### src/rtl/multi_cycle_ctrl_pkg.sv
// Shared encodings for the multi-cycle controller: states, opcodes, selects, ALU ops, decode classes.
package multi_cycle_ctrl_pkg;

  localparam int unsigned OP_W     = 6;
  localparam int unsigned FUNCT_W  = 6;
  localparam int unsigned STATE_W  = 3;
  localparam int unsigned ALU_OP_W = 3;
  localparam int unsigned SEL_W    = 2;

  typedef enum logic [STATE_W-1:0] {
    ST_IF  = 3'd0,
    ST_ID  = 3'd1,
    ST_EX  = 3'd2,
    ST_MEM = 3'd3,
    ST_WB  = 3'd4
  } state_t;

  localparam logic [OP_W-1:0] OP_RTYPE = 6'h00;
  localparam logic [OP_W-1:0] OP_J     = 6'h02;
  localparam logic [OP_W-1:0] OP_JAL   = 6'h03;
  localparam logic [OP_W-1:0] OP_BEQ   = 6'h04;
  localparam logic [OP_W-1:0] OP_ADDI  = 6'h08;
  localparam logic [OP_W-1:0] OP_ORI   = 6'h0D;
  localparam logic [OP_W-1:0] OP_LW    = 6'h23;
  localparam logic [OP_W-1:0] OP_SW    = 6'h2B;

  localparam logic [FUNCT_W-1:0] F_JR  = 6'h08;
  localparam logic [FUNCT_W-1:0] F_ADD = 6'h20;
  localparam logic [FUNCT_W-1:0] F_SUB = 6'h22;
  localparam logic [FUNCT_W-1:0] F_AND = 6'h24;
  localparam logic [FUNCT_W-1:0] F_OR  = 6'h25;
  localparam logic [FUNCT_W-1:0] F_SLT = 6'h2A;

  // Code 11 is reserved on reg_dst_sel and wb_sel.
  typedef enum logic [SEL_W-1:0] {DST_RT = 2'b00, DST_RD = 2'b01, DST_RA = 2'b10} reg_dst_t;
  typedef enum logic [SEL_W-1:0] {WB_ALU = 2'b00, WB_MEM = 2'b01, WB_PC = 2'b10} wb_sel_t;
  typedef enum logic [SEL_W-1:0] {
    PC_PLUS4 = 2'b00, PC_BRANCH = 2'b01, PC_JUMP = 2'b10, PC_RS = 2'b11
  } pc_sel_t;

  typedef enum logic [ALU_OP_W-1:0] {
    ALU_ADD = 3'd0, ALU_SUB = 3'd1, ALU_AND = 3'd2, ALU_OR = 3'd3, ALU_SLT = 3'd4
  } alu_op_t;

  typedef enum logic [3:0] {
    CL_RTYPE, CL_JR, CL_ADDI, CL_ORI, CL_LW, CL_SW, CL_BEQ, CL_J, CL_JAL, CL_ILLEGAL
  } iclass_t;

  // Classifier result: instruction class plus the ALU op an R-type funct asks for.
  typedef struct packed {
    iclass_t iclass;
    alu_op_t rtype_op;
  } decode_t;

endpackage

### src/rtl/multi_cycle_ctrl_if.sv
// Controller <-> datapath bundle: IR fields and flags in, strobes and selects out.
interface multi_cycle_ctrl_if;
  import multi_cycle_ctrl_pkg::*;

  logic [OP_W-1:0]     op;
  logic [FUNCT_W-1:0]  funct;
  logic                zero;
  logic                mem_ready;
  logic                pc_we;
  logic                ir_we;
  logic                reg_we;
  logic                mem_re;
  logic                mem_we;
  logic                illegal;
  logic                alu_src_sel;
  logic [SEL_W-1:0]    reg_dst_sel;
  logic [SEL_W-1:0]    wb_sel;
  logic [SEL_W-1:0]    pc_sel;
  logic [ALU_OP_W-1:0] alu_op;
  logic [STATE_W-1:0]  state;

  // Datapath side.
  modport master (
    output op, funct, zero, mem_ready,
    input  pc_we, ir_we, reg_we, mem_re, mem_we, illegal,
    input  alu_src_sel, reg_dst_sel, wb_sel, pc_sel, alu_op, state
  );

  // Controller side.
  modport slave (
    input  op, funct, zero, mem_ready,
    output pc_we, ir_we, reg_we, mem_re, mem_we, illegal,
    output alu_src_sel, reg_dst_sel, wb_sel, pc_sel, alu_op, state
  );
endinterface

### src/rtl/ctrl_decode.sv
// Combinational instruction classifier: op/funct -> instruction class and R-type ALU op.
module ctrl_decode
  import multi_cycle_ctrl_pkg::*;
(
  input  logic [OP_W-1:0]    op,
  input  logic [FUNCT_W-1:0] funct,
  output decode_t            dec
);

  // Anything not matched falls through to ILLEGAL.
  always_comb begin
    dec.iclass   = CL_ILLEGAL;
    dec.rtype_op = ALU_ADD;
    case (op)
      OP_RTYPE: begin
        case (funct)
          F_ADD: begin dec.iclass = CL_RTYPE; dec.rtype_op = ALU_ADD; end
          F_SUB: begin dec.iclass = CL_RTYPE; dec.rtype_op = ALU_SUB; end
          F_AND: begin dec.iclass = CL_RTYPE; dec.rtype_op = ALU_AND; end
          F_OR:  begin dec.iclass = CL_RTYPE; dec.rtype_op = ALU_OR;  end
          F_SLT: begin dec.iclass = CL_RTYPE; dec.rtype_op = ALU_SLT; end
          F_JR:  dec.iclass = CL_JR;
          default: ;
        endcase
      end
      OP_J:    dec.iclass = CL_J;
      OP_JAL:  dec.iclass = CL_JAL;
      OP_BEQ:  dec.iclass = CL_BEQ;
      OP_ADDI: dec.iclass = CL_ADDI;
      OP_ORI:  dec.iclass = CL_ORI;
      OP_LW:   dec.iclass = CL_LW;
      OP_SW:   dec.iclass = CL_SW;
      default: ;
    endcase
  end

endmodule

### src/rtl/multi_cycle_ctrl.sv
// Multi-cycle MIPS-subset control FSM: IF/ID/EX/MEM/WB with memory handshake waits.
module multi_cycle_ctrl
  import multi_cycle_ctrl_pkg::*;
(
  input  logic          clk,
  input  logic          reset,
  multi_cycle_ctrl_if.slave bus
);

  state_t   state_q;
  state_t   state_n;
  decode_t  dec;

  logic     pc_we, ir_we, reg_we, mem_re, mem_we, illegal, alu_src_sel;
  reg_dst_t reg_dst_sel;
  wb_sel_t  wb_sel;
  pc_sel_t  pc_sel;
  alu_op_t  alu_op;

  ctrl_decode u_decode (
    .op    (bus.op),
    .funct (bus.funct),
    .dec   (dec)
  );

  // State register; reset overrides any pending memory wait.
  always_ff @(posedge clk) begin
    if (reset) state_q <= ST_IF;
    else       state_q <= state_n;
  end

  // Next state and outputs; outputs are combinational by design (pure function of state and inputs).
  always_comb begin
    state_n     = state_q;
    pc_we       = 1'b0;
    ir_we       = 1'b0;
    reg_we      = 1'b0;
    mem_re      = 1'b0;
    mem_we      = 1'b0;
    illegal     = 1'b0;
    alu_src_sel = 1'b0;
    reg_dst_sel = DST_RT;
    wb_sel      = WB_ALU;
    pc_sel      = PC_PLUS4;
    alu_op      = ALU_ADD;
    case (state_q)
      ST_IF: begin
        mem_re = 1'b1;
        if (bus.mem_ready) begin
          ir_we   = 1'b1;
          pc_we   = 1'b1;
          state_n = ST_ID;
        end
      end
      ST_ID: begin
        case (dec.iclass)
          CL_J:       begin pc_we = 1'b1; pc_sel = PC_JUMP; state_n = ST_IF; end
          CL_JAL:     state_n = ST_WB;
          CL_ILLEGAL: begin illegal = 1'b1; state_n = ST_IF; end
          default:    state_n = ST_EX;
        endcase
      end
      ST_EX: begin
        state_n = ST_IF;
        case (dec.iclass)
          CL_RTYPE: begin alu_op = dec.rtype_op; state_n = ST_WB; end
          CL_JR:    begin pc_we = 1'b1; pc_sel = PC_RS; end
          CL_ADDI:  begin alu_src_sel = 1'b1; alu_op = ALU_ADD; state_n = ST_WB; end
          CL_ORI:   begin alu_src_sel = 1'b1; alu_op = ALU_OR;  state_n = ST_WB; end
          CL_LW,
          CL_SW:    begin alu_src_sel = 1'b1; alu_op = ALU_ADD; state_n = ST_MEM; end
          CL_BEQ:   begin alu_op = ALU_SUB; pc_sel = PC_BRANCH; pc_we = bus.zero; end
          default: ;
        endcase
      end
      ST_MEM: begin
        state_n = ST_IF;
        if (dec.iclass == CL_LW) begin
          mem_re  = 1'b1;
          state_n = bus.mem_ready ? ST_WB : ST_MEM;
        end else if (dec.iclass == CL_SW) begin
          mem_we  = 1'b1;
          state_n = bus.mem_ready ? ST_IF : ST_MEM;
        end
      end
      ST_WB: begin
        reg_we  = 1'b1;
        state_n = ST_IF;
        case (dec.iclass)
          CL_RTYPE: reg_dst_sel = DST_RD;
          CL_LW:    wb_sel = WB_MEM;
          CL_JAL:   begin
            reg_dst_sel = DST_RA;
            wb_sel      = WB_PC;
            pc_we       = 1'b1;
            pc_sel      = PC_JUMP;
          end
          default: ;
        endcase
      end
      default: state_n = ST_IF;
    endcase
    // Reset quiets every control output in the same cycle.
    if (reset) begin
      state_n     = ST_IF;
      pc_we       = 1'b0;
      ir_we       = 1'b0;
      reg_we      = 1'b0;
      mem_re      = 1'b0;
      mem_we      = 1'b0;
      illegal     = 1'b0;
      alu_src_sel = 1'b0;
      reg_dst_sel = DST_RT;
      wb_sel      = WB_ALU;
      pc_sel      = PC_PLUS4;
      alu_op      = ALU_ADD;
    end
  end

  assign bus.pc_we       = pc_we;
  assign bus.ir_we       = ir_we;
  assign bus.reg_we      = reg_we;
  assign bus.mem_re      = mem_re;
  assign bus.mem_we      = mem_we;
  assign bus.illegal     = illegal;
  assign bus.alu_src_sel = alu_src_sel;
  assign bus.reg_dst_sel = reg_dst_sel;
  assign bus.wb_sel      = wb_sel;
  assign bus.pc_sel      = pc_sel;
  assign bus.alu_op      = alu_op;
  assign bus.state       = state_q;

endmodule

### src/flat_wrapper.sv
// flat-port wrapper written by rule: the top's interface ports become plain ports
module multi_cycle_ctrl_flat import multi_cycle_ctrl_pkg::*;
  (clk, reset, bus_op, bus_funct, bus_zero, bus_mem_ready, bus_pc_we, bus_ir_we, bus_reg_we, bus_mem_re, bus_mem_we, bus_illegal, bus_alu_src_sel, bus_reg_dst_sel, bus_wb_sel, bus_pc_sel, bus_alu_op, bus_state);
  multi_cycle_ctrl_if bus_i ();
  input  logic clk;
  input  logic reset;
  input wire logic [$bits(bus_i.op)-1:0] bus_op;
  input wire logic [$bits(bus_i.funct)-1:0] bus_funct;
  input wire logic [$bits(bus_i.zero)-1:0] bus_zero;
  input wire logic [$bits(bus_i.mem_ready)-1:0] bus_mem_ready;
  output wire logic [$bits(bus_i.pc_we)-1:0] bus_pc_we;
  output wire logic [$bits(bus_i.ir_we)-1:0] bus_ir_we;
  output wire logic [$bits(bus_i.reg_we)-1:0] bus_reg_we;
  output wire logic [$bits(bus_i.mem_re)-1:0] bus_mem_re;
  output wire logic [$bits(bus_i.mem_we)-1:0] bus_mem_we;
  output wire logic [$bits(bus_i.illegal)-1:0] bus_illegal;
  output wire logic [$bits(bus_i.alu_src_sel)-1:0] bus_alu_src_sel;
  output wire logic [$bits(bus_i.reg_dst_sel)-1:0] bus_reg_dst_sel;
  output wire logic [$bits(bus_i.wb_sel)-1:0] bus_wb_sel;
  output wire logic [$bits(bus_i.pc_sel)-1:0] bus_pc_sel;
  output wire logic [$bits(bus_i.alu_op)-1:0] bus_alu_op;
  output wire logic [$bits(bus_i.state)-1:0] bus_state;
  assign bus_i.op = bus_op;
  assign bus_i.funct = bus_funct;
  assign bus_i.zero = bus_zero;
  assign bus_i.mem_ready = bus_mem_ready;
  assign bus_pc_we = bus_i.pc_we;
  assign bus_ir_we = bus_i.ir_we;
  assign bus_reg_we = bus_i.reg_we;
  assign bus_mem_re = bus_i.mem_re;
  assign bus_mem_we = bus_i.mem_we;
  assign bus_illegal = bus_i.illegal;
  assign bus_alu_src_sel = bus_i.alu_src_sel;
  assign bus_reg_dst_sel = bus_i.reg_dst_sel;
  assign bus_wb_sel = bus_i.wb_sel;
  assign bus_pc_sel = bus_i.pc_sel;
  assign bus_alu_op = bus_i.alu_op;
  assign bus_state = bus_i.state;
  multi_cycle_ctrl u_core (.clk(clk), .reset(reset), .bus(bus_i));
endmodule
### config.mk
export PLATFORM = sky130hd
export DESIGN_NAME = multi_cycle_ctrl_flat
export DESIGN_NICKNAME = d
export VERILOG_FILES = /design/src/rtl/multi_cycle_ctrl_pkg.sv /design/src/rtl/multi_cycle_ctrl_if.sv /design/src/rtl/ctrl_decode.sv /design/src/rtl/multi_cycle_ctrl.sv /design/src/flat_wrapper.sv
export SDC_FILE = /design/constraint.sdc
export NUM_CORES = 1
export LEC_CHECK = 0
export ABC_AREA = 0
export BUFFER_PORTS_ARGS = -buffer_cell sky130_fd_sc_hd__buf_2
export CORE_MARGIN = 4
export CORE_UTILIZATION = 49
export CTS_CLUSTER_DIAMETER = 150
export DETAILED_ROUTE_END_ITERATION = 16
export PLACE_DENSITY = 0.9
export SLEW_MARGIN = 10
export SYNTH_ARGS = -nofsm -noshare
export SYNTH_HDL_FRONTEND = slang
export SYNTH_HIERARCHICAL = 1
export SYNTH_SLANG_ARGS = --single-unit
### constraint.sdc
create_clock -name clk -period 3.5 [get_ports clk]
set_input_delay 0.35 -clock clk [delete_from_list [all_inputs] [get_ports clk]]
set_output_delay 0.35 -clock clk [all_outputs]
set_load 0.02 [all_outputs]
==> impl_metrics.env, run 1 <==
export IMPL_start_kind="primary input"
export IMPL_async_flop_share=0
export IMPL_ant_nets=0
export IMPL_power_density_nw_per_um2=185.0
export IMPL_fin_crit_ns=2.908
export IMPL_syn_area_per_cell_um2=6.515
export IMPL_grt_usage=0.2068
export IMPL_cts_repair_resized=0
export IMPL_synthTopCellsByArea="dfxtp_1, nor3_1, nor2_1"
export IMPL_placed_area_um2=904.6
export IMPL_clock_fmax_ghz=0.3439
export IMPL_cts_sinks=3
export IMPL_largest_register_ffs=3
export IMPL_hold_viol=0
export IMPL_synth_edf_count=0
export IMPL_overflow=0
export IMPL_row_count=13
export IMPL_rsz0062_at_grt="no"
export IMPL_wirelength_um=2241
export IMPL_grt_pass1_vias=844
export IMPL_grt_max_degree=13
export IMPL_port_buffers=34
export IMPL_gp_congestion=0.8924
export IMPL_vias_per_cell=6.049
export IMPL_status="complete, no violations"
export IMPL_firstDrtPassIters=4
export IMPL_yosysUniqueCellTypes=43
export IMPL_hpwl_um=1719
export IMPL_grt_pass1_wl_um=3422
export IMPL_timing_setup_tns_ns=0
export IMPL_n_fill_cell=116
export IMPL_wl_per_cell_um=13.66
export IMPL_irDropWorstVdd_v=0.0001767
export IMPL_leakagePower_nw=0.3947
export IMPL_seqPwrFrac=0.221
export IMPL_ctsHtreeMaxLevel=1
export IMPL_drv_slew=0
export IMPL_seq_area_um2=60.06
export IMPL_io_pin_count=35
export IMPL_totalPowerFinal_mw=0.1722
export IMPL_intPower_mw=0.1047
export IMPL_clockPowerShare=0.372
export IMPL_core_area_um2=1383
export IMPL_antenna_found_initial=0
export IMPL_via_count=992
export IMPL_die_area_um2=2234
export IMPL_yosysSeqAreaShare=0.07947
export IMPL_multiInputGateArea_um2=629.4
export IMPL_tritoncts="built"
export IMPL_path_max_fanout=8
export IMPL_finalClockSkew_ns=0.002781
export IMPL_hold_class="primary input to flip-flop"
export IMPL_power_frac_comb=0.407
export IMPL_use_met2=0.3663
export IMPL_hold_ws_ns=0.4290
export IMPL_drc=0
export IMPL_die_h_um=47.27
export IMPL_clk_path_buf_depth=2
export IMPL_post_cts_buffers=0
export IMPL_use_met3=0.04215
export IMPL_yosysMostFrequentCell="nor2_1"
export IMPL_grt_use_met1=0.2539
export IMPL_drt_iter0_markers=37
export IMPL_cap_violations=0
export IMPL_diodes=0
export IMPL_finalCritPeriodShare=0.8309
export IMPL_die_x_um=47.27
export IMPL_syn_area_um2=755.7
export IMPL_final_area_um2=930.9
export IMPL_ys_top_cells_by_count="nor2_1, nor3_1, nand2_1, a21oi_1, nand2b_1"
export IMPL_worstSkewPairLatency_ns=0.24
export IMPL_clk_pin_slew_ns=0.04
export IMPL_switching_share=0.3919
export IMPL_syn_inst=116
export IMPL_areaGrowthSynthToFinish_pct=23.18
export IMPL_synth_seq_cells=3
export IMPL_drive_gt1_frac=0.3356
export IMPL_synth_top_area_cell="dfxtp_1"
export IMPL_cp_end_kind="output port"
export IMPL_synth_nets=132
export IMPL_busiest_layer="met2"
export IMPL_synth_ff_type="dfxtp_1"
export IMPL_relSlewSlack=0.7178
export IMPL_crit_required_ns=3.15
export IMPL_crit_type="primary input to output port"
export IMPL_initial_core_util=0.5466
export IMPL_cts_hold_buf=0
export IMPL_cts_buffers=3
export IMPL_synth_top_area_frac=0.07947
export IMPL_root_buffer="clkbuf_4"
export IMPL_arrival_ns=2.56
export IMPL_tightest_slew_ns=0.4207
export IMPL_finalSetupViolCount=0
export IMPL_synth_warnings=6
export IMPL_fin_nets=166
export IMPL_power_net_switching_mw=0.06751
## kinds of logic after synthesis
| family | count (synthesis) | share of synthesized area |
|---|---|---|
| multiplexers | 1 | 0.01325 |
| AND/OR/NAND/NOR | 75 | 0.5844 |
| AO/OA/AOI/OAI | 24 | 0.2004 |
| XOR/XNOR | 3 | 0.03477 |
| buffers and inverters | 10 | 0.08774 |
| flip-flops | 3 | 0.07947 |
## area by class of cell
type	instances	share of cell area
multi-input cells	103	0.6761
repair buffers	36	0.1989
flip-flops and latches	3	0.06452
clock buffers	4	0.02823
well taps	15	0.02016
inverters	3	0.01210
## metal layers
layer | share of wire | wire [um] | up-vias
met2 | 0.49 | 1090 | 48
met4 | 0.0080 | 18 | 0
met3 | 0.084 | 189 | 4
met5 | 0 | 0 | -
met1 | 0.42 | 943 | 446
li1 | - | - | 494
## through the flow
stage,util,cells,setup slack [ns]
finish,0.6733,164,0.5918
global placement,0.6543,160,0.7166
global route,0.6733,164,0.3861
floorplan,-,116,0.7861
CTS,0.6733,164,0.6157
detailed placement,0.6543,160,0.6151
## power groups by stage
stage	sequential, mW	combinational (mW)	clock [mW]
3_5_place_dp	0.0385	0.0682	0
3_3_place_gp	0.0384	0.0656	0
6_report	0.0381	0.0700	0.0641
4_1_cts	0.0380	0.0689	0.0673
5_1_grt	0.0382	0.0761	0.0685
2_1_floorplan	0.0377	0.0458	0
## cell usage in the layout, fill, tap and decap left out, drive strengths merged, types with 2 or more instances in the layout
cell type   n
buf        36
nor2       15
nor3       12
nand2      10
a21oi       8
nand2b      7
nand3       6
nor4        5
nor2b       4
o21ai       4
clkbuf      4
and3        4
a211oi      3
inv         3
dfxtp       3
nand4       3
xnor2       2
a31oi       2
nor3b       2
## final timing paths
kind / end / start / slack, ns / depth (start not counted)
worst max-delay path: bus_pc_sel[1] / bus_op[0] / 0.59 / 9
worst min-delay path: u_core/bus.state[0]$_SDFFE_PP0P_ / bus_mem_ready / 0.43 / 3
worst max register to register: u_core/bus.state[2]$_SDFFE_PP0P_ / u_core/bus.state[1]$_SDFFE_PP0P_ / 2.20 / 4
worst min register to register: u_core/bus.state[0]$_SDFFE_PP0P_ / u_core/bus.state[2]$_SDFFE_PP0P_ / 0.82 / 2
## critical path: stages
cell      delay [ns]
buf_2           0.14
or4_1           0.51
a31oi_1         0.25
nand3_1         0.21
nand2b_1        0.22
nor4_1          0.32
a211oi_1        0.20
nor3_2          0.18
buf_2           0.18
No activity file was read; power rests on OpenSTA's default activity.
==> inputs of run 2 (changes only) <==
--- a/config.mk
+++ b/config.mk
@@ -8,10 +8,10 @@
 export ABC_AREA = 0
 export BUFFER_PORTS_ARGS = -buffer_cell sky130_fd_sc_hd__buf_2
 export CORE_MARGIN = 4
-export CORE_UTILIZATION = 49
+export CORE_UTILIZATION = 41
 export CTS_CLUSTER_DIAMETER = 150
 export DETAILED_ROUTE_END_ITERATION = 16
-export PLACE_DENSITY = 0.9
+export PLACE_DENSITY = 0.81
 export SLEW_MARGIN = 10
 export SYNTH_ARGS = -nofsm -noshare
 export SYNTH_HDL_FRONTEND = slang
==> constraint.sdc (replaced) <==
create_clock -name clk -period 2.6 [get_ports clk]
set_input_delay 0.26 -clock clk [delete_from_list [all_inputs] [get_ports clk]]
set_output_delay 0.26 -clock clk [all_outputs]
set_load 0.02 [all_outputs]
==> impl_metrics.env, run 2 (same netlist as run 1, synthesis figures left out) <==
export IMPL_n_fill_cell=179
export IMPL_fin_cells=186
export IMPL_gp_congestion=0.9172
export IMPL_path_max_fanout=8
export IMPL_die_h_um=50.93
export IMPL_grt_pass1_vias=882
export IMPL_fin_nets=178
export IMPL_port_buffers=34
export IMPL_wl_met3_um=162
export IMPL_start_kind="primary input"
export IMPL_worstSkewPairLatency_ns=0.23
export IMPL_initial_core_util=0.4330
export IMPL_row_count=15
export IMPL_diodes=0
export IMPL_ant_nets=0
export IMPL_overflow=0
export IMPL_layout_setup_ws_ns=0.04741
export IMPL_cts_sinks=3
export IMPL_crit_type="primary input to output port"
export IMPL_die_area_um2=2594
export IMPL_mostFrequentLayoutCells="buf_2, buf_4, nor2_1"
export IMPL_areaGrowthSynthToFinish_pct=43.05
export IMPL_finalClockSkew_ns=0.004556
export IMPL_die_x_um=50.93
export IMPL_fin_crit_ns=2.553
export IMPL_crit_family="compound AO/OA/AOI/OAI gates"
export IMPL_clock_fmax_ghz=0.3918
export IMPL_core_area_um2=1745
export IMPL_irDropWorstVdd_v=0.0001182
export IMPL_grt_usage=0.1671
export IMPL_finalSetupViolCount=0
export IMPL_dp_cells=181
export IMPL_hold_viol=0
export IMPL_finalCritPeriodShare=0.9818
export IMPL_tritoncts="built"
export IMPL_cap_violations=0
export IMPL_met1_length_um=993
export IMPL_placed_area_um2=999.7
export IMPL_grt_max_degree=13
export IMPL_r2r_cells=5
export IMPL_cp_end_kind="output port"
export IMPL_hp_start="bus_mem_ready"
export IMPL_drive_gt1_frac=0.4224
export IMPL_vias_per_cell=5.586
export IMPL_crit_required_ns=2.34
export IMPL_r2r_end="u_core/bus.state[2]$_SDFFE_PP0P_"
export IMPL_grt_pass1_wl_um=3636
export IMPL_root_buffer="clkbuf_4"
export IMPL_r2r_slack_ns=1.20
export IMPL_hold_ws_ns=0.3544
export IMPL_hold_depth=3
export IMPL_drv_slew=0
export IMPL_drt_iter0_markers=35
export IMPL_io_pin_count=35
export IMPL_totalPowerFinal_mw=0.2502
export IMPL_path_buf_inv=4
export IMPL_finalCoreUtilization=0.6194
export IMPL_tightest_slew_ns=0.4870
export IMPL_dp_slack_ns=0.04345
export IMPL_antenna_found_initial=0
export IMPL_critPathMostFrequentCell="buf_4"
export IMPL_slowest_delay_ns=0.44
export IMPL_firstDrtPassIters=5
export IMPL_timing_setup_tns_ns=0
export IMPL_status="complete, no violations"
export IMPL_drc=0
export IMPL_dr_wl_met2_um=1156
export IMPL_largest_register_ffs=3
export IMPL_leakagePower_nw=0.4638
export IMPL_ctsHtreeMaxLevel=1
export IMPL_cts_buffers=3
export IMPL_layout_commonest_cell="buf_2"
export IMPL_arrival_ns=2.29
export IMPL_wirelength_um=2334
export IMPL_hpwl_um=1715
export IMPL_crit_chain="buf_6 -> buf_4 -> and2_2 -> o21ai_0 -> a31oi_4 -> nand4_1 -> buf_4 -> nor4_2 -> a211oi_1 -> a21oi_2 -> buf_4"
export IMPL_holdPathEnd="u_core/bus.state[0]$_SDFFE_PP0P_"
export IMPL_reg2reg_from="u_core/bus.state[1]$_SDFFE_PP0P_"
export IMPL_clk_pin_slew_ns=0.04
export IMPL_wl_per_cell_um=12.55
export IMPL_rsz0062_at_grt="yes"
export IMPL_hold_class="primary input to flip-flop"
export IMPL_power_density_nw_per_um2=231.4
export IMPL_final_area_um2=1081
export IMPL_clk_path_buf_depth=2
export IMPL_slowest_stage="a211oi_1"
export IMPL_highest_layer="met4"
export IMPL_via_count=1039
export IMPL_relSlewSlack=0.6734
run 2: changes by cell type in the layout (fill, tap and decap cells not counted), moves of 2 or more:
cell,before,now
buf_4,2,16
a21oi_1,8,6
buf_2,34,31
a21oi_2,0,2
run 2: repair_timing:
item / in CTS / in global routing
resized for setup: 0 / 12
setup buffers: 0 / 1
endpoints found under the setup margin: 0 / 7
hold buffers: 0 / 0
run 2: cell type report:
class / instances / area, um^2 / area share
Clock buffer: 4 / 26.28 / 0.02431
Inverter: 3 / 11.26 / 0.01042
Multi-Input combinational cell: 103 / 665.6 / 0.6157
Sequential cell: 3 / 60.06 / 0.05556
Tap cell: 25 / 31.28 / 0.02894
Timing Repair Buffer: 48 / 286.5 / 0.2650
run 2: worst register-to-register path: stages, from the launching register on:
cell,delay [ns]
dfxtp_1,0.54
and3b_1,0.26
buf_4,0.15
o2bb2ai_1,0.10
a21oi_1,0.08
nor3_1,0.17
run 2: worst max path at each step:
stage,slack (ns),end,from,depth (start not counted)
after global routing,-0.10,bus_pc_we,bus_op[5],11
after detailed placement,0.04,bus_pc_we,bus_op[1],9
after CTS,0.04,bus_pc_we,bus_op[1],9
after global placement,0.08,bus_pc_we,bus_op[1],9
after floorplan,0.07,bus_pc_we,bus_op[5],8
final,0.05,bus_pc_we,bus_op[5],11
run 2: power breakdown:
part	switching (mW)	leakage [nW]	internal, mW
clock	0.0256	0.0150	0.0576
combinational	0.0639	0.424	0.0518
sequential	0.00381	0.0244	0.0475
run 2: layer usage:
metal	vias to the layer above	GRT usage
met2	43	0.2790
met5	-	0
met1	471	0.2325
met4	0	0.02691
met3	4	0.01749
li1	521	-
==> inputs of run 3 (changes only) <==
==> constraint.sdc (replaced) <==
create_clock -name clk -period 2.3 [get_ports clk]
set_input_delay 0.23 -clock clk [delete_from_list [all_inputs] [get_ports clk]]
set_output_delay 0.23 -clock clk [all_outputs]
set_load 0.02 [all_outputs]
==> impl_metrics.env, run 3 (same netlist as run 1, synthesis figures left out) <==
export IMPL_timing_setup_tns_ns=-0.7723
export IMPL_fin_cells=201
export IMPL_wirelength_um=3301
export IMPL_vias_per_cell=6.025
export IMPL_drv_slew=0
export IMPL_die_h_um=50.93
export IMPL_initial_core_util=0.4330
export IMPL_largest_register_ffs=3
export IMPL_root_buffer="clkbuf_4"
export IMPL_start_kind="primary input"
export IMPL_row_count=15
export IMPL_power_density_nw_per_um2=243.8
export IMPL_cap_violations=0
export IMPL_via_count=1211
export IMPL_violations="negative setup slack"
export IMPL_r2r_slack_ns=0.75
export IMPL_dp_cells=192
export IMPL_die_area_um2=2594
export IMPL_irDropWorstVdd_v=0.0001190
export IMPL_status="finished, violations left"
export IMPL_placed_area_um2=1111
export IMPL_critical_path_startpoint="bus_op[0]"
export IMPL_final_area_um2=1339
export IMPL_wl_per_cell_um=16.42
export IMPL_hold_viol=0
export IMPL_core_area_um2=1745
export IMPL_finalClockSkew_ns=0.006227
export IMPL_grt_pass1_wl_um=4602
export IMPL_clock_fmax_ghz=0.4067
export IMPL_clk_pin_slew_ns=0.04
export IMPL_drt_iter0_markers=48
export IMPL_layout_setup_ws_ns=-0.1591
export IMPL_finalSetupViolCount=8
export IMPL_finalCritPeriodShare=1.069
export IMPL_mostFrequentLayoutCells="buf_4, buf_2, nor2_1"
export IMPL_diodes=0
export IMPL_ctsHtreeMaxLevel=1
export IMPL_cts_buffers=3
export IMPL_die_x_um=50.93
export IMPL_io_pin_count=35
export IMPL_drc=0
export IMPL_antenna_found_initial=0
export IMPL_hold_class="primary input to flip-flop"
export IMPL_tritoncts="built"
export IMPL_firstDrtPassIters=4
export IMPL_hold_ws_ns=0.3324
export IMPL_relSlewSlack=0.6618
export IMPL_overflow=0
export IMPL_grt_max_degree=13
export IMPL_reg2reg_from="u_core/bus.state[1]$_SDFFE_PP0P_"
export IMPL_grt_usage=0.2205
export IMPL_dp_slack_ns=-0.1599
export IMPL_n_fill_cell=118
export IMPL_worstSkewPairLatency_ns=0.24
export IMPL_crit_type="primary input to output port"
export IMPL_drive_gt1_frac=0.5625
export IMPL_fin_crit_ns=2.459
export IMPL_crit_required_ns=2.07
export IMPL_leakagePower_nw=0.5645
export IMPL_layout_commonest_cell="buf_4"
export IMPL_fin_nets=193
export IMPL_path_max_fanout=3
export IMPL_finalCoreUtilization=0.7670
export IMPL_cts_sinks=3
export IMPL_hpwl_um=2000
export IMPL_tightest_slew_ns=0.5035
export IMPL_totalPowerFinal_mw=0.3264
export IMPL_cp_end_kind="output port"
export IMPL_port_buffers=34
export IMPL_arrival_ns=2.23
export IMPL_rsz0062_at_grt="yes"
export IMPL_areaGrowthSynthToFinish_pct=77.15
export IMPL_gp_congestion=0.8577
export IMPL_grt_pass1_vias=1116
export IMPL_clk_path_buf_depth=2
export IMPL_ant_nets=0
export IMPL_hp_start="bus_mem_ready"
export IMPL_cts_hold_buf=0
-- run 3: changes by cell type in the layout (fill, tap and decap cells not counted), moves of 3 or more --
cell and change:
buf_4 +21, buf_2 -9, buf_6 +3, nor4_4 +3
-- run 3: area by class of cell --
cell class	instances	area (um^2)	share of cell area
inverter	3	11.26	0.008411
sequential	3	60.06	0.04486
clock buffer	4	26.28	0.01963
tap	25	31.28	0.02336
multi-input combinational	103	777.0	0.5804
timing repair buffer	63	432.9	0.3234
-- run 3: repair_timing --
action | CTS | global route
pin swaps | 10 | 15
endpoints found under the setup margin | 6 | 14
gates resized for setup | 12 | 27
setup buffers | 4 | 2
-- run 3: power by group --
group          leakage [nW]  internal (mW)  total (mW)  switching, mW
Combinational         0.525         0.0734       0.170         0.0966
Sequential           0.0244         0.0537      0.0552        0.00151
Clock                0.0150         0.0656       0.101         0.0357
-- run 3: worst max-delay path, stage by stage --
cell	delay [ns]
buf_6	0.09
or4_4	0.54
a31oi_4	0.23
nand4_1	0.14
buf_4	0.18
nor2b_2	0.12
a32oi_1	0.11
or3_4	0.35
a21oi_4	0.13
buf_6	0.12
-- run 3: final timing paths --
check | to | depth (start not counted)
setup / recovery | bus_pc_we | 10
hold / removal | u_core/bus.state[0]$_SDFFE_PP0P_ | 3
setup reg to reg | u_core/bus.state[2]$_SDFFE_PP0P_ | 5
hold reg to reg | u_core/bus.state[1]$_SDFFE_PP0P_ | 4
-- run 3: routing by layer --
layer	track usage	share of wire
met5	0	0
met4	0.07623	0.031
met3	0.01166	0.087
met2	0.4099	0.50
met1	0.2640	0.38
